File: config.mk
export PLATFORM = sky130hd
export DESIGN_NAME = simplebus_tx_flat
export DESIGN_NICKNAME = d
export VERILOG_FILES = /design/src/rtl/simplebus_tx_if.sv /design/src/rtl/simplebus_tx.sv /design/src/flat_wrapper.sv
export SDC_FILE = /design/constraint.sdc
export NUM_CORES = 1
export LEC_CHECK = 0
export ABC_AREA = 1
export CAP_MARGIN = 20
export CELL_PAD_IN_SITES_DETAIL_PLACEMENT = 2
export CELL_PAD_IN_SITES_GLOBAL_PLACEMENT = 2
export CORE_MARGIN = 2
export CORE_UTILIZATION = 32
export CTS_BUF_LIST = sky130_fd_sc_hd__clkbuf_2 sky130_fd_sc_hd__clkbuf_4 sky130_fd_sc_hd__clkbuf_8
export CTS_CLUSTER_DIAMETER = 120
export DETAILED_ROUTE_END_ITERATION = 10
export PLACE_DENSITY = 0.84
export SETUP_SLACK_MARGIN = 0.5
export SLEW_MARGIN = 20
export SYNTH_ARGS = -nofsm -noshare
export SYNTH_HDL_FRONTEND = slang
export SYNTH_SLANG_ARGS = --single-unit
export TNS_END_PERCENT = 5
File: constraint.sdc
create_clock -name clk -period 1.4 [get_ports clk]
set_input_delay 0.14 -clock clk [delete_from_list [all_inputs] [get_ports clk]]
set_output_delay 0.14 -clock clk [all_outputs]
set_load 0.02 [all_outputs]
File: src/rtl/simplebus_tx_if.sv
// rtl/simplebus_tx_if.sv - upstream handshake and simplebus line signals for simplebus_tx
interface simplebus_tx_if #(
  parameter int WIDTH = 8
);
  logic             in_valid;
  logic [WIDTH-1:0] in_data;
  logic             in_ready;
  logic             bus_a;
  logic             bus_b;
  logic             busy;

  // Producer side: offers words and observes the line.
  modport master (
    output in_valid,
    output in_data,
    input  in_ready,
    input  bus_a,
    input  bus_b,
    input  busy
  );

  // Transmitter side: accepts words and drives the line.
  modport slave (
    input  in_valid,
    input  in_data,
    output in_ready,
    output bus_a,
    output bus_b,
    output busy
  );
endinterface

File: src/rtl/simplebus_tx.sv
// rtl/simplebus_tx.sv - serialises WIDTH-bit words onto simplebus a/b, LSB first, even parity, one gap cycle
module simplebus_tx #(
  parameter int WIDTH = 8
) (
  input  logic          clk,
  input  logic          rst_n,
  simplebus_tx_if.slave sb
);

  localparam int CW = $clog2(WIDTH + 1);
  localparam logic [CW-1:0] LAST_BIT = CW'(WIDTH - 1);

  typedef enum logic [1:0] {
    IDLE   = 2'd0,
    SHIFT  = 2'd1,
    PARITY = 2'd2,
    GAP    = 2'd3
  } state_e;

  state_e           state_q, state_d;
  logic [WIDTH-1:0] shreg_q, shreg_d;
  logic [CW-1:0]    cnt_q, cnt_d;
  logic             par_q, par_d;

  // State register; reset aborts any frame in progress immediately.
  always_ff @(posedge clk or negedge rst_n) begin
    if (!rst_n) begin
      state_q <= IDLE;
      shreg_q <= '0;
      cnt_q   <= '0;
      par_q   <= 1'b0;
    end else begin
      state_q <= state_d;
      shreg_q <= shreg_d;
      cnt_q   <= cnt_d;
      par_q   <= par_d;
    end
  end

  // Next-state logic: upstream inputs are only looked at while idle.
  always_comb begin
    state_d = state_q;
    shreg_d = shreg_q;
    cnt_d   = cnt_q;
    par_d   = par_q;
    unique case (state_q)
      IDLE: begin
        if (sb.in_valid) begin
          shreg_d = sb.in_data;
          cnt_d   = '0;
          par_d   = 1'b0;
          state_d = SHIFT;
        end
      end
      SHIFT: begin
        // Bit 0 is on the line this cycle; fold it into parity and move on.
        shreg_d = shreg_q >> 1;
        par_d   = par_q ^ shreg_q[0];
        cnt_d   = cnt_q + CW'(1);
        if (cnt_q == LAST_BIT) begin
          state_d = PARITY;
        end
      end
      PARITY: state_d = GAP;
      GAP:    state_d = IDLE;
      default: state_d = IDLE;
    endcase
  end

  // Outputs decoded purely from registered state, so no input-to-output path exists.
  always_comb begin
    sb.bus_a    = 1'b0;
    sb.bus_b    = 1'b0;
    sb.in_ready = 1'b0;
    sb.busy     = 1'b1;
    unique case (state_q)
      IDLE: begin
        sb.in_ready = 1'b1;
        sb.busy     = 1'b0;
      end
      SHIFT: begin
        sb.bus_a = shreg_q[0];
        sb.bus_b = 1'b1;
      end
      PARITY: begin
        sb.bus_a = par_q;
        sb.bus_b = 1'b1;
      end
      GAP: begin
        sb.bus_a = 1'b0;
        sb.bus_b = 1'b0;
      end
      default: begin
        sb.bus_a = 1'b0;
        sb.bus_b = 1'b0;
      end
    endcase
  end

endmodule

File: src/flat_wrapper.sv
// flat-port wrapper written by rule: the top's interface ports become plain ports
module simplebus_tx_flat 
#(
  parameter int WIDTH = 8
)
  (clk, rst_n, sb_in_valid, sb_in_data, sb_in_ready, sb_bus_a, sb_bus_b, sb_busy);
  simplebus_tx_if #(.WIDTH(WIDTH)) sb_i ();
  input  logic clk;
  input  logic rst_n;
  input wire logic [$bits(sb_i.in_valid)-1:0] sb_in_valid;
  input wire logic [$bits(sb_i.in_data)-1:0] sb_in_data;
  output wire logic [$bits(sb_i.in_ready)-1:0] sb_in_ready;
  output wire logic [$bits(sb_i.bus_a)-1:0] sb_bus_a;
  output wire logic [$bits(sb_i.bus_b)-1:0] sb_bus_b;
  output wire logic [$bits(sb_i.busy)-1:0] sb_busy;
  assign sb_i.in_valid = sb_in_valid;
  assign sb_i.in_data = sb_in_data;
  assign sb_in_ready = sb_i.in_ready;
  assign sb_bus_a = sb_i.bus_a;
  assign sb_bus_b = sb_i.bus_b;
  assign sb_busy = sb_i.busy;
  simplebus_tx #(.WIDTH(WIDTH)) u_core (.clk(clk), .rst_n(rst_n), .sb(sb_i));
endmodule
==> results.yml, run 1 <==
route:
  vias_per_cell: 5.109
  wl_per_cell_um: 16.66
  drt_first_pass_iters: 3
  drc: 0
  dr.first_iter.drc_count: 7
  wl_um: 2599
  drtAntennaViolNets: 0
  vias: 797
logic_synthesis:
  yosysWarnings: 0
  syn_area_um2: 862.1
  synth_fp_nets: 113
  avgSynthCellArea_um2: 8.887
  ys_seq_elements: 15
  synthCells: 97
  synth.distinct_cells: 19
  synth_seq_area_share: 0.4354
layout:
  final_util: 0.4980
  drive_above_1_share: 0.4127
  fin_cells: 156
  regArea_um2: 376.6
  area_growth_pct: 45.72
  multi_input_area_um2: 518.0
  layout_commonest_cell: "nand2_1"
  nets: 143
  layout_common_cells: "28 x nand2_1, 14 x dfrtp_1, 10 x clkdlybuf4s50_1, 10 x buf_4, 7 x buf_6"
  diodes: 0
  fill_cells: 274
critical_path:
  crit_path_top_delay_cell: "dfrtp_1"
  critical_path_class: "flop to primary output"
  critPathRequiredTime_ps: 1260
  end_kind: "primary output"
  cp_slowest_stage_delay_ps: 390
  path_cells: "inv_2 > ha_4 > a21boi_4 > buf_6"
  crit_arrival_ps: 1340
  critPathMaxFanout: 3
  start_kind: "flop"
die:
  start_util: 0.3418
  die_h_um: 55.91
  rows: 18
  die_w_um: 55.91
  core-area_um2: 2522
  die_area_um2: 3125
  io_pins: 15
run_status:
  status: "complete, but fails checks"
  violations: "negative setup slack"
sta:
  finClkSkew_ps: 5.872
  fin_crit_ps: 1480
  rsz0062_at_grt: "yes"
  finalCritPeriodShare: 1.057
  setup_violations: 3
  fin_ws_ps: -80.35
  tns_ps: -97.75
  slew_headroom: 0.7814
  drv_slew: 0
  final-hold-violation-count: 0
  tightest_slew_ps: 327.6
  max_freq_mhz: 675.5
clock_network:
  htree_levels: 1
  clk_pin_slew_worst_paths_ps: 100
  clockRootBuffer: "clkbuf_4"
  clk_path_buf_depth: 2
  cts_tree: "yes"
  clock_sinks: 15
  insertion_delay_ps: 290
  numCtsBuffers: 3
global_route:
  grtUsageMet2: 0.3180
  grt_busiest_layer: "met2"
  grt_util_met3: 0.02791
  use_met1: 0.2177
  grt_pass1_vias: 896
  antenna_found_initial: 0
  grt_first_pass_wirelength_um: 4326
  grt_use_total: 0.1799
  grt_max_degree: 16
  grt_overflow: 0
placement:
  pre_cts_slack_ps: -232.0
  routabilityCongestion: 0.7551
  numPortBuffers: 14
  dp.cells: 150
  hpwl_um: 1780
pwr:
  leakage_nw: 0.5960
  power_w: 0.003216
  peakVddDrop_v: 0.001508
  cellPowerDensity_nw_per_um2: 2560
run:
  maxCapViolCount: 0
hold_path:
  hold_path_class: "primary input to asynchronous set/reset pin"
timing repair:
item	CTS	global route
hold buffers	0	0
setup endpoints to repair	19	19
pin swaps	8	7
setup buffers	2	0
resized for setup	34	11
gates cloned	0	0
area by class of cell:
cell class | count | share of cell area
clock inverter | 1 | 0.003984
multi-input combinational | 72 | 0.4124
clock buffer | 3 | 0.01793
timing repair buffer | 27 | 0.2022
inverter | 8 | 0.03386
tap | 30 | 0.02988
sequential | 15 | 0.2998
synthesized netlist by cell type:
library cell	instances	share of area
a21boi_0	1	0.0087
a21oi_1	5	0.029
a21oi_2	1	0.010
buf_12	1	0.023
buf_6	1	0.013
dfrtp_1	15	0.44
ha_1	5	0.073
inv_1	6	0.026
inv_2	2	0.0087
nand2_1	33	0.14
nand2_2	1	0.0073
nand2_4	1	0.013
nand3_1	6	0.035
nor2_1	4	0.017
o211ai_2	6	0.087
o21ai_1	1	0.0058
o21ai_2	2	0.020
or2_1	3	0.022
or2_2	3	0.022
critical path: cells and delay by family, from the launching register on:
family                   cells  cell delay [ps]
buffers and inverters        2              220
AO/OA/AOI/OAI                1              180
flip-flops                   1              390
adder cells (fa/ha/maj)      1              270
path summary, 6_finish.rpt:
check                                         startpoint                            end  slack, ps  depth (start not counted)
min in group clk                           sb_in_data[7]  u_core.shreg_q[7]$_DFFE_PN0P_        420                          3
max in group asynchronous                          rst_n    u_core.cnt_q[0]$_DFFE_PN0P_       1030                          2
hold / removal                                     rst_n  u_core.shreg_q[5]$_DFFE_PN0P_        160                          2
hold reg to reg              u_core.cnt_q[0]$_DFFE_PN0P_    u_core.cnt_q[0]$_DFFE_PN0P_        500                          1
setup / recovery           u_core.state_q[0]$_DFFE_PN0P_                       sb_bus_a        -80                          4
setup reg to reg           u_core.state_q[0]$_DFFE_PN0P_       u_core.par_q$_DFFE_PN0P_          0                          6
metal layers:
metal,up-vias,part of all wire
met5,-,0
met4,0,0.027
met3,6,0.021
met2,14,0.55
met1,402,0.40
li1,375,-
cells by family (layout without fill, tap and decap cells):
family	count (synthesis)	in the layout	share of synthesized area
compound gates	16	16	0.1611
simple gates	51	51	0.2598
flops	15	15	0.4354
fa+ha+maj	5	5	0.07257
buf+inv	10	39	0.07112
registers in the layout, summed over array words and instances (netlist names):
register,count
u_core.state_q,2
u_core.shreg_q,8
u_core.cnt_q,4
u_core.par_q,1
report_power, final:
group	internal [W]	switching (W)	leakage [nW]	total, W
Clock	0.000106	0.000147	0.0177	0.000253
Combinational	0.000999	0.00117	0.392	0.00217
Sequential	0.000640	0.000155	0.187	0.000795
per-stage QoR:
step	instance area [µm²]	hold WS, ps
after floorplan	890.9	-155.6
after global placement	1120	468.4
after detailed placement	1120	481.1
after CTS	1211	164.4
after global routing	1256	174.6
final	1256	163.7
Power figures use the tool's default switching activity.
==> run 2: changes to the inputs <==
--- a/config.mk
+++ b/config.mk
@@ -14,7 +14,8 @@
 export CTS_BUF_LIST = sky130_fd_sc_hd__clkbuf_2 sky130_fd_sc_hd__clkbuf_4 sky130_fd_sc_hd__clkbuf_8
 export CTS_CLUSTER_DIAMETER = 120
 export DETAILED_ROUTE_END_ITERATION = 10
-export PLACE_DENSITY = 0.84
+export GPL_TIMING_DRIVEN = 1
+export PLACE_DENSITY_LB_ADDON = 0.15
 export SETUP_SLACK_MARGIN = 0.5
 export SLEW_MARGIN = 20
 export SYNTH_ARGS = -nofsm -noshare
==> constraint.sdc (replaced) <==
create_clock -name clk -period 1.7 [get_ports clk]
set_input_delay 0.17 -clock clk [delete_from_list [all_inputs] [get_ports clk]]
set_output_delay 0.17 -clock clk [all_outputs]
set_load 0.02 [all_outputs]
==> run 2 against run 1 <==
Compared with the run above: the flow now finishes without violations; non-clock buffer count decreased by 7; critical path type unchanged; clock power down 10%; die area unchanged; clock-buffer cell count rose by 1; critical endpoint unchanged.
==> results.yml, run 2 (synthesized netlist as in run 1, its figures left out) <==
pwr:
  cellPowerDensity_nw_per_um2: 1999
  peakVddDrop_v: 0.001096
  leakage_nw: 0.5516
die:
  die_w_um: 55.91
  rows: 18
  start_util: 0.3418
  core-area_um2: 2522
  io_pins: 15
  die_h_um: 55.91
  die_area_um2: 3125
clock_network:
  clockRootBuffer: "clkbuf_4"
  clk_pin_slew_worst_paths_ps: 100
  clock_sinks: 15
  numCtsBuffers: 3
  htree_levels: 1
  clk_path_buf_depth: 2
  cts_tree: "yes"
  insertion_delay_ps: 290
sta:
  setup_violations: 0
  tightest_slew_ps: 339.5
  rsz0062_at_grt: "yes"
  max_freq_mhz: 644.2
  slew_headroom: 0.7734
  tns_ps: 0
  drv_slew: 0
  final-hold-violation-count: 0
  finalCritPeriodShare: 0.9131
  fin_crit_ps: 1552
  finClkSkew_ps: 6.801
run_status:
  status: "completed"
route:
  vias: 754
  drc: 0
  dr.first_iter.drc_count: 4
  wl_per_cell_um: 14.88
  drtAntennaViolNets: 0
  vias_per_cell: 5.060
  drt_first_pass_iters: 2
  wl_um: 2217
critical_path:
  critPathRequiredTime_ps: 1530
  end_kind: "primary output"
  critical_path_class: "flop to primary output"
  critPathMaxFanout: 4
  start_kind: "flop"
  crit_arrival_ps: 1380
global_route:
  grt_pass1_vias: 853
  grt_overflow: 0
  grt_max_degree: 16
  antenna_found_initial: 0
  grt_first_pass_wirelength_um: 3995
  grt_use_total: 0.1647
layout:
  drive_above_1_share: 0.3109
  area_growth_pct: 33.53
  multi_input_area_um2: 488.0
  regArea_um2: 375.4
  layout_commonest_cell: "nand2_1"
  fin_cells: 149
  layout_common_cells: "31 x nand2_1, 15 x dfrtp_1, 10 x clkdlybuf4s50_1"
  diodes: 0
  fill_cells: 295
  regMostFlops: "u_core.shreg_q"
  reg_top3: "u_core.shreg_q: 8 flops, u_core.cnt_q: 4 flops, u_core.state_q: 2 flops"
  largest_reg_flops: 8
  nets: 136
hold_path:
  hold_path_class: "primary input to asynchronous set/reset pin"
placement:
  dp.cells: 142
  routabilityCongestion: 0.6367
  numPortBuffers: 14
  hpwl_um: 1661
run:
  maxCapViolCount: 0
run 2: power breakdown:
| part | switching [W] | internal, W | leakage, nW |
|---|---|---|---|
| clock | 0.000120 | 0.000107 | 0.0184 |
| sequential | 0.000134 | 0.000525 | 0.188 |
| combinational | 0.000814 | 0.000602 | 0.346 |
| total | 0.00107 | 0.00123 | 0.552 |
run 2: final cells by class:
class,count,area share
Multi-Input combinational cell,72,0.4239
Sequential cell,15,0.3261
Timing Repair Buffer,20,0.1609
Tap cell,30,0.03261
Inverter,8,0.03043
Clock buffer,4,0.02609
run 2: worst max-delay path, cell delays in order, from the launching register on:
cell,delay [ps]
dfrtp_1,430
inv_2,90
ha_4,280
a21boi_4,160
buf_6,130
run 2: what timing repair did:
item                                    4_1_cts  5_1_grt
endpoints found under the setup margin       19       19
hold buffers                                  0        0
gates resized for setup                      12        6
buffers inserted                              2        1
pin swaps                                     1        1
run 2: layer usage:
metal	part of all wire	global-route usage	vias to the layer above	wire (µm)
met2	0.55	0.3010	12	1209
met3	0.026	0.02791	5	58
met1	0.41	0.1913	378	912
met5	0	0	-	0
li1	-	-	359	-
met4	0.017	0.06122	0	37
run 2: through the flow:
step | total power (W) | hold slack [ps] | worst slack [ps] | area [µm²] | utilization
after floorplan | 0.001664 | -125.6 | 451.2 | 890.9 | -
after CTS | 0.002266 | 203.8 | 176.3 | 1115 | 0.4420
final | 0.002301 | 191.4 | 147.8 | 1151 | 0.4563
after global routing | 0.002536 | 210.9 | 76.57 | 1151 | 0.4563
after detailed placement | 0.002001 | 495.4 | 23.68 | 1060 | 0.4201
after global placement | 0.001919 | 478.5 | 71.47 | 1060 | 0.4201
run 2: path summary, 6_finish.rpt:
check | start | end | slack [ps] | cells past startpoint
worst max-delay path | u_core.state_q[0]$_DFFE_PN0P_ | sb_bus_a | 150 | 4
worst min-delay path | rst_n | u_core.shreg_q[2]$_DFFE_PN0P_ | 190 | 2
worst max register to register | u_core.state_q[0]$_DFFE_PN0P_ | u_core.shreg_q[4]$_DFFE_PN0P_ | 260 | 7
worst min register to register | u_core.shreg_q[2]$_DFFE_PN0P_ | u_core.shreg_q[2]$_DFFE_PN0P_ | 510 | 2
max in group asynchronous | rst_n | u_core.cnt_q[3]$_DFFE_PN0P_ | 1320 | 2
min in group clk | sb_in_data[7] | u_core.shreg_q[7]$_DFFE_PN0P_ | 450 | 3
==> run 3: changes to the inputs <==
--- a/config.mk
+++ b/config.mk
@@ -21,4 +21,4 @@
 export SYNTH_ARGS = -nofsm -noshare
 export SYNTH_HDL_FRONTEND = slang
 export SYNTH_SLANG_ARGS = --single-unit
-export TNS_END_PERCENT = 5
+export TNS_END_PERCENT = 10
==> results of run 3 <==
Same layout as run 2: the final DEF is identical, and so are final timing and power.
